==> src/rtl/wf_window_map.sv <==
// Pixel window mapper: latches window limits at frame start and classifies
// each pixel as inside/border with window-relative coordinates, 2-cycle latency.
module wf_window_map (
  input  logic       clk,
  input  logic       rst,
  input  logic [9:0] start_x,
  input  logic [9:0] end_x,
  input  logic [9:0] start_y,
  input  logic [9:0] end_y,
  input  logic       frame_start,
  input  logic       pix_valid,
  input  logic [9:0] x,
  input  logic [9:0] y,
  output logic       out_valid,
  output logic       in_win,
  output logic       on_border,
  output logic [9:0] rel_x,
  output logic [9:0] rel_y,
  output logic       resize,
  output logic       limits_err
);

  localparam logic [9:0] RST_X0 = 10'd138;
  localparam logic [9:0] RST_X1 = 10'd838;
  localparam logic [9:0] RST_Y0 = 10'd62;
  localparam logic [9:0] RST_Y1 = 10'd482;

  logic [9:0] ax0, ax1, ay0, ay1;
  logic [9:0] ex0, ex1, ey0, ey1;
  logic       fits, acc, chg;

  assign fits = (start_x < end_x) && (start_y < end_y);
  assign acc  = frame_start && fits;
  assign chg  = acc && ((start_x != ax0) || (end_x != ax1) ||
                        (start_y != ay0) || (end_y != ay1));

  // An accepted latch applies to the pixel arriving in the same cycle
  always_comb begin
    ex0 = ax0;
    ex1 = ax1;
    ey0 = ay0;
    ey1 = ay1;
    if (acc) begin
      ex0 = start_x;
      ex1 = end_x;
      ey0 = start_y;
      ey1 = end_y;
    end
  end

  always_ff @(posedge clk or posedge rst) begin
    if (rst) begin
      ax0        <= RST_X0;
      ax1        <= RST_X1;
      ay0        <= RST_Y0;
      ay1        <= RST_Y1;
      resize     <= 1'b0;
      limits_err <= 1'b0;
    end else begin
      resize <= chg;
      if (frame_start) limits_err <= !fits;
      if (acc) begin
        ax0 <= start_x;
        ax1 <= end_x;
        ay0 <= start_y;
        ay1 <= end_y;
      end
    end
  end

  logic       v1, gex1, ltx1, gey1, lty1, edg1;
  logic [9:0] dx1, dy1;

  always_ff @(posedge clk or posedge rst) begin
    if (rst) begin
      v1   <= 1'b0;
      gex1 <= 1'b0;
      ltx1 <= 1'b0;
      gey1 <= 1'b0;
      lty1 <= 1'b0;
      edg1 <= 1'b0;
      dx1  <= '0;
      dy1  <= '0;
    end else begin
      v1 <= pix_valid;
      if (pix_valid) begin
        gex1 <= x >= ex0;
        ltx1 <= x < ex1;
        gey1 <= y >= ey0;
        lty1 <= y < ey1;
        edg1 <= (x == ex0) || (x == ex1 - 10'd1) ||
                (y == ey0) || (y == ey1 - 10'd1);
        dx1  <= x - ex0;
        dy1  <= y - ey0;
      end else begin
        gex1 <= 1'b0;
        ltx1 <= 1'b0;
        gey1 <= 1'b0;
        lty1 <= 1'b0;
        edg1 <= 1'b0;
        dx1  <= '0;
        dy1  <= '0;
      end
    end
  end

  logic win1;
  assign win1 = v1 && gex1 && ltx1 && gey1 && lty1;

  always_ff @(posedge clk or posedge rst) begin
    if (rst) begin
      out_valid <= 1'b0;
      in_win    <= 1'b0;
      on_border <= 1'b0;
      rel_x     <= '0;
      rel_y     <= '0;
    end else begin
      out_valid <= v1;
      in_win    <= win1;
      on_border <= win1 && edg1;
      rel_x     <= win1 ? dx1 : 10'd0;
      rel_y     <= win1 ? dy1 : 10'd0;
    end
  end

endmodule

==> config.mk <==
export PLATFORM = sky130hd
export DESIGN_NAME = wf_window_map
export DESIGN_NICKNAME = d
export VERILOG_FILES = /design/src/rtl/wf_window_map.sv
export SDC_FILE = /design/constraint.sdc
export NUM_CORES = 1
export LEC_CHECK = 0
export ABC_AREA = 1
export BUFFER_PORTS_ARGS = -buffer_cell sky130_fd_sc_hd__buf_2
export CORE_MARGIN = 1.5
export CORE_UTILIZATION = 40
export CTS_CLUSTER_DIAMETER = 60
export DETAILED_ROUTE_END_ITERATION = 6
export GPL_ROUTABILITY_DRIVEN = 0
export MAX_ROUTING_LAYER = met4
export PLACE_DENSITY = 0.57
export SYNTH_ARGS = -nofsm -noshare
export SYNTH_HDL_FRONTEND = slang
export SYNTH_SLANG_ARGS = --single-unit
==> constraint.sdc <==
create_clock -name clk -period 3.05 [get_ports clk]
set_clock_uncertainty 0.1 [all_clocks]
set_input_delay 0.1525 -clock clk [delete_from_list [all_inputs] [get_ports clk]]
set_output_delay 0.1525 -clock clk [all_outputs]
set_load 0.01 [all_outputs]
Word-level counts from Yosys, hierarchy flattened
Index checks and enable logic that the tools add are counted.
- memory bits (writable): 0
- flip-flop bits (word level): 91
- output and inout port bits: 25
- bits in read-only memories: 0
- memories: 0
- bits of input ports: 64
- logic and storage cells: 65
- bits in latches: 0
- div/mod/pow operators: 0
- add/sub/neg operators: 4
- magnitude comparators: 6
- bitwise logic cells: 0
- multiplexer cells: 13
- reductions and logical operators: 15
- multiply operators: 0
- eq/ne operators: 8
- shift operators: 0
- operators with widths (cell ; count):
    2-to-1 mux 10 bit ; 8
    equality test 10 bit ; 4
    < comparator 10 bit ; 4
    inequality test 10 bit ; 4
    greater-or-equal comparator 10 bit ; 2
    subtractor 10 x 1 -> 10 bit (second input constant) ; 2
    subtractor 10 bit ; 2
    logical AND 1 bit ; 8
    logical OR 1 bit ; 6
    2-to-1 mux 1 bit ; 5
    zero test 1 bit ; 1

Longest topological paths before layout
- depth after elaboration: 10
- mapped depth: 31
- mapped depth without buffers: 29

Worst setup path before layout
Ideal clock, no wire load.
- path type: input -> register
- from: in end_y[9]
- to: reg gex1
- slack: -0.486 ns
- library setup time: 0.120 ns
- arrival time: 3.316 ns
- stages: 30
- buffers on the path: 2
- data required time: 2.830 ns
- cell sequence: inv_1 ha_1 nand2_2 inv_2 nand2_1 nand3_1 nor2_4 nand3_4 buf_2 clkbuf_1 o21ai_0 ha_1 inv_1 fa_1 nand2_1 nand2_1 nand2_1 inv_1 o21ai_0 nand2_1 nand2_1 inv_1 nor2_1 nor2_1 nor2_1 nor2_1 o21ai_0 nand2_1 o21ai_0 inv_1
- longest elaborated chain between the ends: 6
- RTL lines (element ; line ; RTL):
    start: declaration ; 9 ; input logic [9:0] end_y,
    < comparator 10 bit ; 32 ; assign fits = (start_x < end_x) && (start_y < end_y);
    logical AND 1 bit ; 32 ;
    logical AND 1 bit ; 33 ; assign acc = frame_start && fits;
    2-to-1 mux 10 bit ; - ;
    named net ex0[0] ; 29 ; logic [9:0] ex0, ex1, ey0, ey1;
    greater-or-equal comparator 10 bit ; 87 ; gex1 <= x >= ex0;
    2-to-1 mux 1 bit ; 86 ; if (pix_valid) begin
    end signal: assignment ; 77 ; gex1 <= 1'b0;
    end signal: assignment ; 87 ;
    end signal: assignment ; 96 ; gex1 <= 1'b0;
    end: declaration ; 71 ; logic v1, gex1, ltx1, gey1, lty1, edg1;
The timed path passes the listed nets, and every way through them passes these cells.
A chain may end at the register's enable or synchronous reset.

Final worst setup path
- from: in start_y[5]
- to: reg gey1
- longest elaborated chain between the ends: 6
- RTL lines (element ; line ; RTL):
    start: declaration ; 8 ; input logic [9:0] start_y,
    < comparator 10 bit ; 32 ;
    logical AND 1 bit ; 32 ;
    logical AND 1 bit ; 33 ;
    2-to-1 mux 10 bit ; 43 ; if (acc) begin
    named net ey0[0] ; 29 ;
    greater-or-equal comparator 10 bit ; 89 ; gey1 <= y >= ey0;
    2-to-1 mux 1 bit ; 86 ;
    end signal: assignment ; 89 ;
    end: declaration ; 71 ;
The timed path passes the listed nets, and every way through them passes these cells.

==> results.cfg <==
[final_layout]
final_common_cell = nand2_1
diodes = 0
fill_cells = 1560
layout.nets = 1189
utilization = 0.556
final_cell_mix = 183 x nand2_1, 148 x inv_1, 123 x buf_4
drive_above_1_share = 0.330
instances_no_fill = 1283
syn_to_final_growth_pct = 37.1

[die]
dieWidth_um = 129
start_util = 0.406
die_y_um = 129
core_um2 = 15800
dieArea_um2 = 16800
placement_rows = 46
pin_count = 89

[timing]
drv_slew = 0
worst_pin_slew_ps = 681
timing.final.crit_share = 0.997
layout_min_cycle_time_ps = 3040
rsz0062_at_grt = true
maxSlewHeadroom = 0.534
max_freq_mhz = 329
hold_viol_final = 0
setup_viol = 0

[power]
p_int_mw = 3.24
power_density_nw_per_um2 = 586
seqPwrFrac = 0.314
clkPwrFrac = 0.223
p_leak_nw = 4.83
comb_power_share = 0.463
sw_frac_of_total = 0.371
p_switching_mw = 1.91
peakVddDrop_mv = 0.335

[critical_path]
cp_data_required_time_ps = 3180
crit_path_end_kind = flop
path_class = input pin to flop
crit_fanout = 6
cp-start-kind = input pin
arrival_ps = 3170

[clocking]
insertion_delay_ps = 340
clock_sinks = 91
clk_path_buf_depth = 2
clockRootBuffer = clkbuf_16
tritoncts = yes
cts-buffers-inserted = 9
h-tree-depth = 3
clkSlewWorstSetupHoldPaths_ps = 60

[synthesis]
synth-async-reset-ratio = 1.00
synthDistinctLibCells = 45
synth_area_per_cell_um2 = 7.52
synth_area_um2 = 6400
yosysSeqAreaShare = 0.359
syn-num-nets = 977
synth_cells = 851
synth_edf_count = 0
ys.flop_type = dfrtp_1
ys.warnings.count = 0
synth_seq_cells = 91

[drt]
dr.pass1.iters = 5
avgRoutedWirePerCell_um = 13.8
wl_mm = 17.7
final_antenna_net_count = 0
drc = 0
routed_via_density = 4.57
drtIter0Drc = 322
vias = 5866

[global_route]
grt_usage = 0.220
grt.overflow.total = 0
grt_pass1_vias = 5095
antenna_found_initial = 0
grt_pass1_wl_mm = 27.0
grt_max_degree = 54

[placement]
portBuffers = 88
hpwl_mm = 13.9
place_inst = 1254

[hold_path]
hold_path.class = input pin to flop

[flow_run]
maxCapViolCount = 0

[run_status]
status = finished clean
==> stage by stage <==
stage          instance area (um^2)  hold slack (ps)  total power, mW  TNS, ps  setup WS [ps]
2_1_floorplan                  6560             83.9             2.95     -130          -85.7
3_3_place_gp                   8010              215             3.77    -2350           -355
3_5_place_dp                   8010              215             3.79    -2560           -383
4_1_cts                        8330             16.8             4.95        0           2.05
5_1_grt                        8770             26.0             5.54     -860           -217
6_report                       8770             16.1             5.14        0           7.72
==> synth_stat cells, types with 3 or more instances <==
| master | count | area share |
|---|---|---|
| a21oi_1 | 20 | 0.016 |
| dfrtp_1 | 73 | 0.29 |
| clkbuf_1 | 5 | 0.0029 |
| xor2_1 | 33 | 0.045 |
| nand3_1 | 28 | 0.022 |
| o21ai_1 | 6 | 0.0047 |
| inv_1 | 163 | 0.096 |
| nor3_1 | 11 | 0.0086 |
| o22ai_1 | 3 | 0.0029 |
| o21ai_0 | 41 | 0.032 |
| ha_1 | 60 | 0.12 |
| dfstp_2 | 18 | 0.074 |
| nor2_1 | 83 | 0.049 |
| nor4_1 | 8 | 0.0078 |
| nand3b_1 | 5 | 0.0059 |
| buf_2 | 3 | 0.0023 |
| nand2_2 | 11 | 0.011 |
| buf_6 | 6 | 0.011 |
| a21o_1 | 4 | 0.0047 |
| nand4_1 | 24 | 0.023 |
| nor2_2 | 9 | 0.0088 |
| o21bai_1 | 5 | 0.0059 |
| nand2_1 | 198 | 0.12 |
| inv_2 | 5 | 0.0029 |
==> flip-flops by register name, summed over array words and instances (netlist names) <==
signal / flops
dy1: 10
lty1: 1
ax0: 10
rel_y: 10
dx1: 10
ax1: 10
v1: 1
ay1: 10
gex1: 1
limits_err: 1
on_border: 1
out_valid: 1
rel_x: 10
resize: 1
ay0: 10
edg1: 1
in_win: 1
gey1: 1
ltx1: 1
==> routing by layer <==
layer	wire length (um)	global-route usage	part of all wire
met5	0	-	0
met4	226	0.0569	0.013
met2	8230	0.340	0.47
met3	622	0.0231	0.035
met1	8570	0.308	0.49
==> power by group through the flow <==
stage / registers [mW] / logic, mW / clock network, mW
2_1_floorplan: 1.61 / 1.34 / 0
3_3_place_gp: 1.64 / 2.13 / 0
3_5_place_dp: 1.64 / 2.15 / 0
4_1_cts: 1.62 / 2.17 / 1.16
5_1_grt: 1.65 / 2.68 / 1.21
6_report: 1.62 / 2.38 / 1.15
==> repair_timing <==
item | in CTS | in global routing
hold buffers | 2 | 0
buffers inserted | 0 | 11
setup endpoints to repair | 3 | 7
gates cloned | 0 | 1
resized for setup | 1 | 79
hold endpoints to repair | 43 | 0
pin swaps | 4 | 22
==> kinds of logic after synthesis <==
family	Yosys count	share of synthesized area
xor gates and xnor gates	36	0.0514
buffers and inverters	186	0.119
adders and majority gates	62	0.124
AOI/OAI and AO/OA	90	0.0802
DFF	91	0.359
muxes	1	0.00176
and+or+nand+nor	385	0.265
==> path summary, 6_finish.rpt <==
path	start	to	slack (ps)	depth (start not counted)
worst max register to register	ay0[3]$_DFF_PP1_	gey1$_DFF_PP0_	470	21
worst min register to register	v1$_DFF_PP0_	out_valid$_DFF_PP0_	270	0
worst min-delay path	pix_valid	v1$_DFF_PP0_	20	1
max in group asynchronous	rst	ay0[4]$_DFF_PP1_	1760	4
worst max-delay path	start_y[5]	gey1$_DFF_PP0_	8	28
min in group asynchronous	rst	ax0[6]$_DFF_PP0_	380	3
==> area by class of cell <==
cell class,count,area (um^2),share of cell area
inverter,169,647,0.0737
clock buffer,10,239,0.0272
clock inverter,5,62.6,0.00713
multi-input combinational,574,3730,0.425
tap,216,270,0.0308
timing repair buffer,218,1530,0.174
sequential,91,2300,0.262
==> critical path, stage by stage <==
cell and delay [ps]:
buf_4 130, ha_4 240, a21o_1 170, nor2_1 90
nand2_1 100, nand2_2 100, nand3_4 140, buf_4 170
mux2_4 210, ha_4 140, inv_2 40, fa_2 350
nand2_1 90, nand2_2 50, nand2_1 60, inv_1 50
nor2_1 80, o21bai_1 80, nand2_1 60, inv_1 40
nor2_1 80, nor2_1 50, nor2_1 90, nor2_1 70
o21ai_1 110, nand2_1 60, o21ai_1 110, inv_1 40
Power figures use the tool's default switching activity.
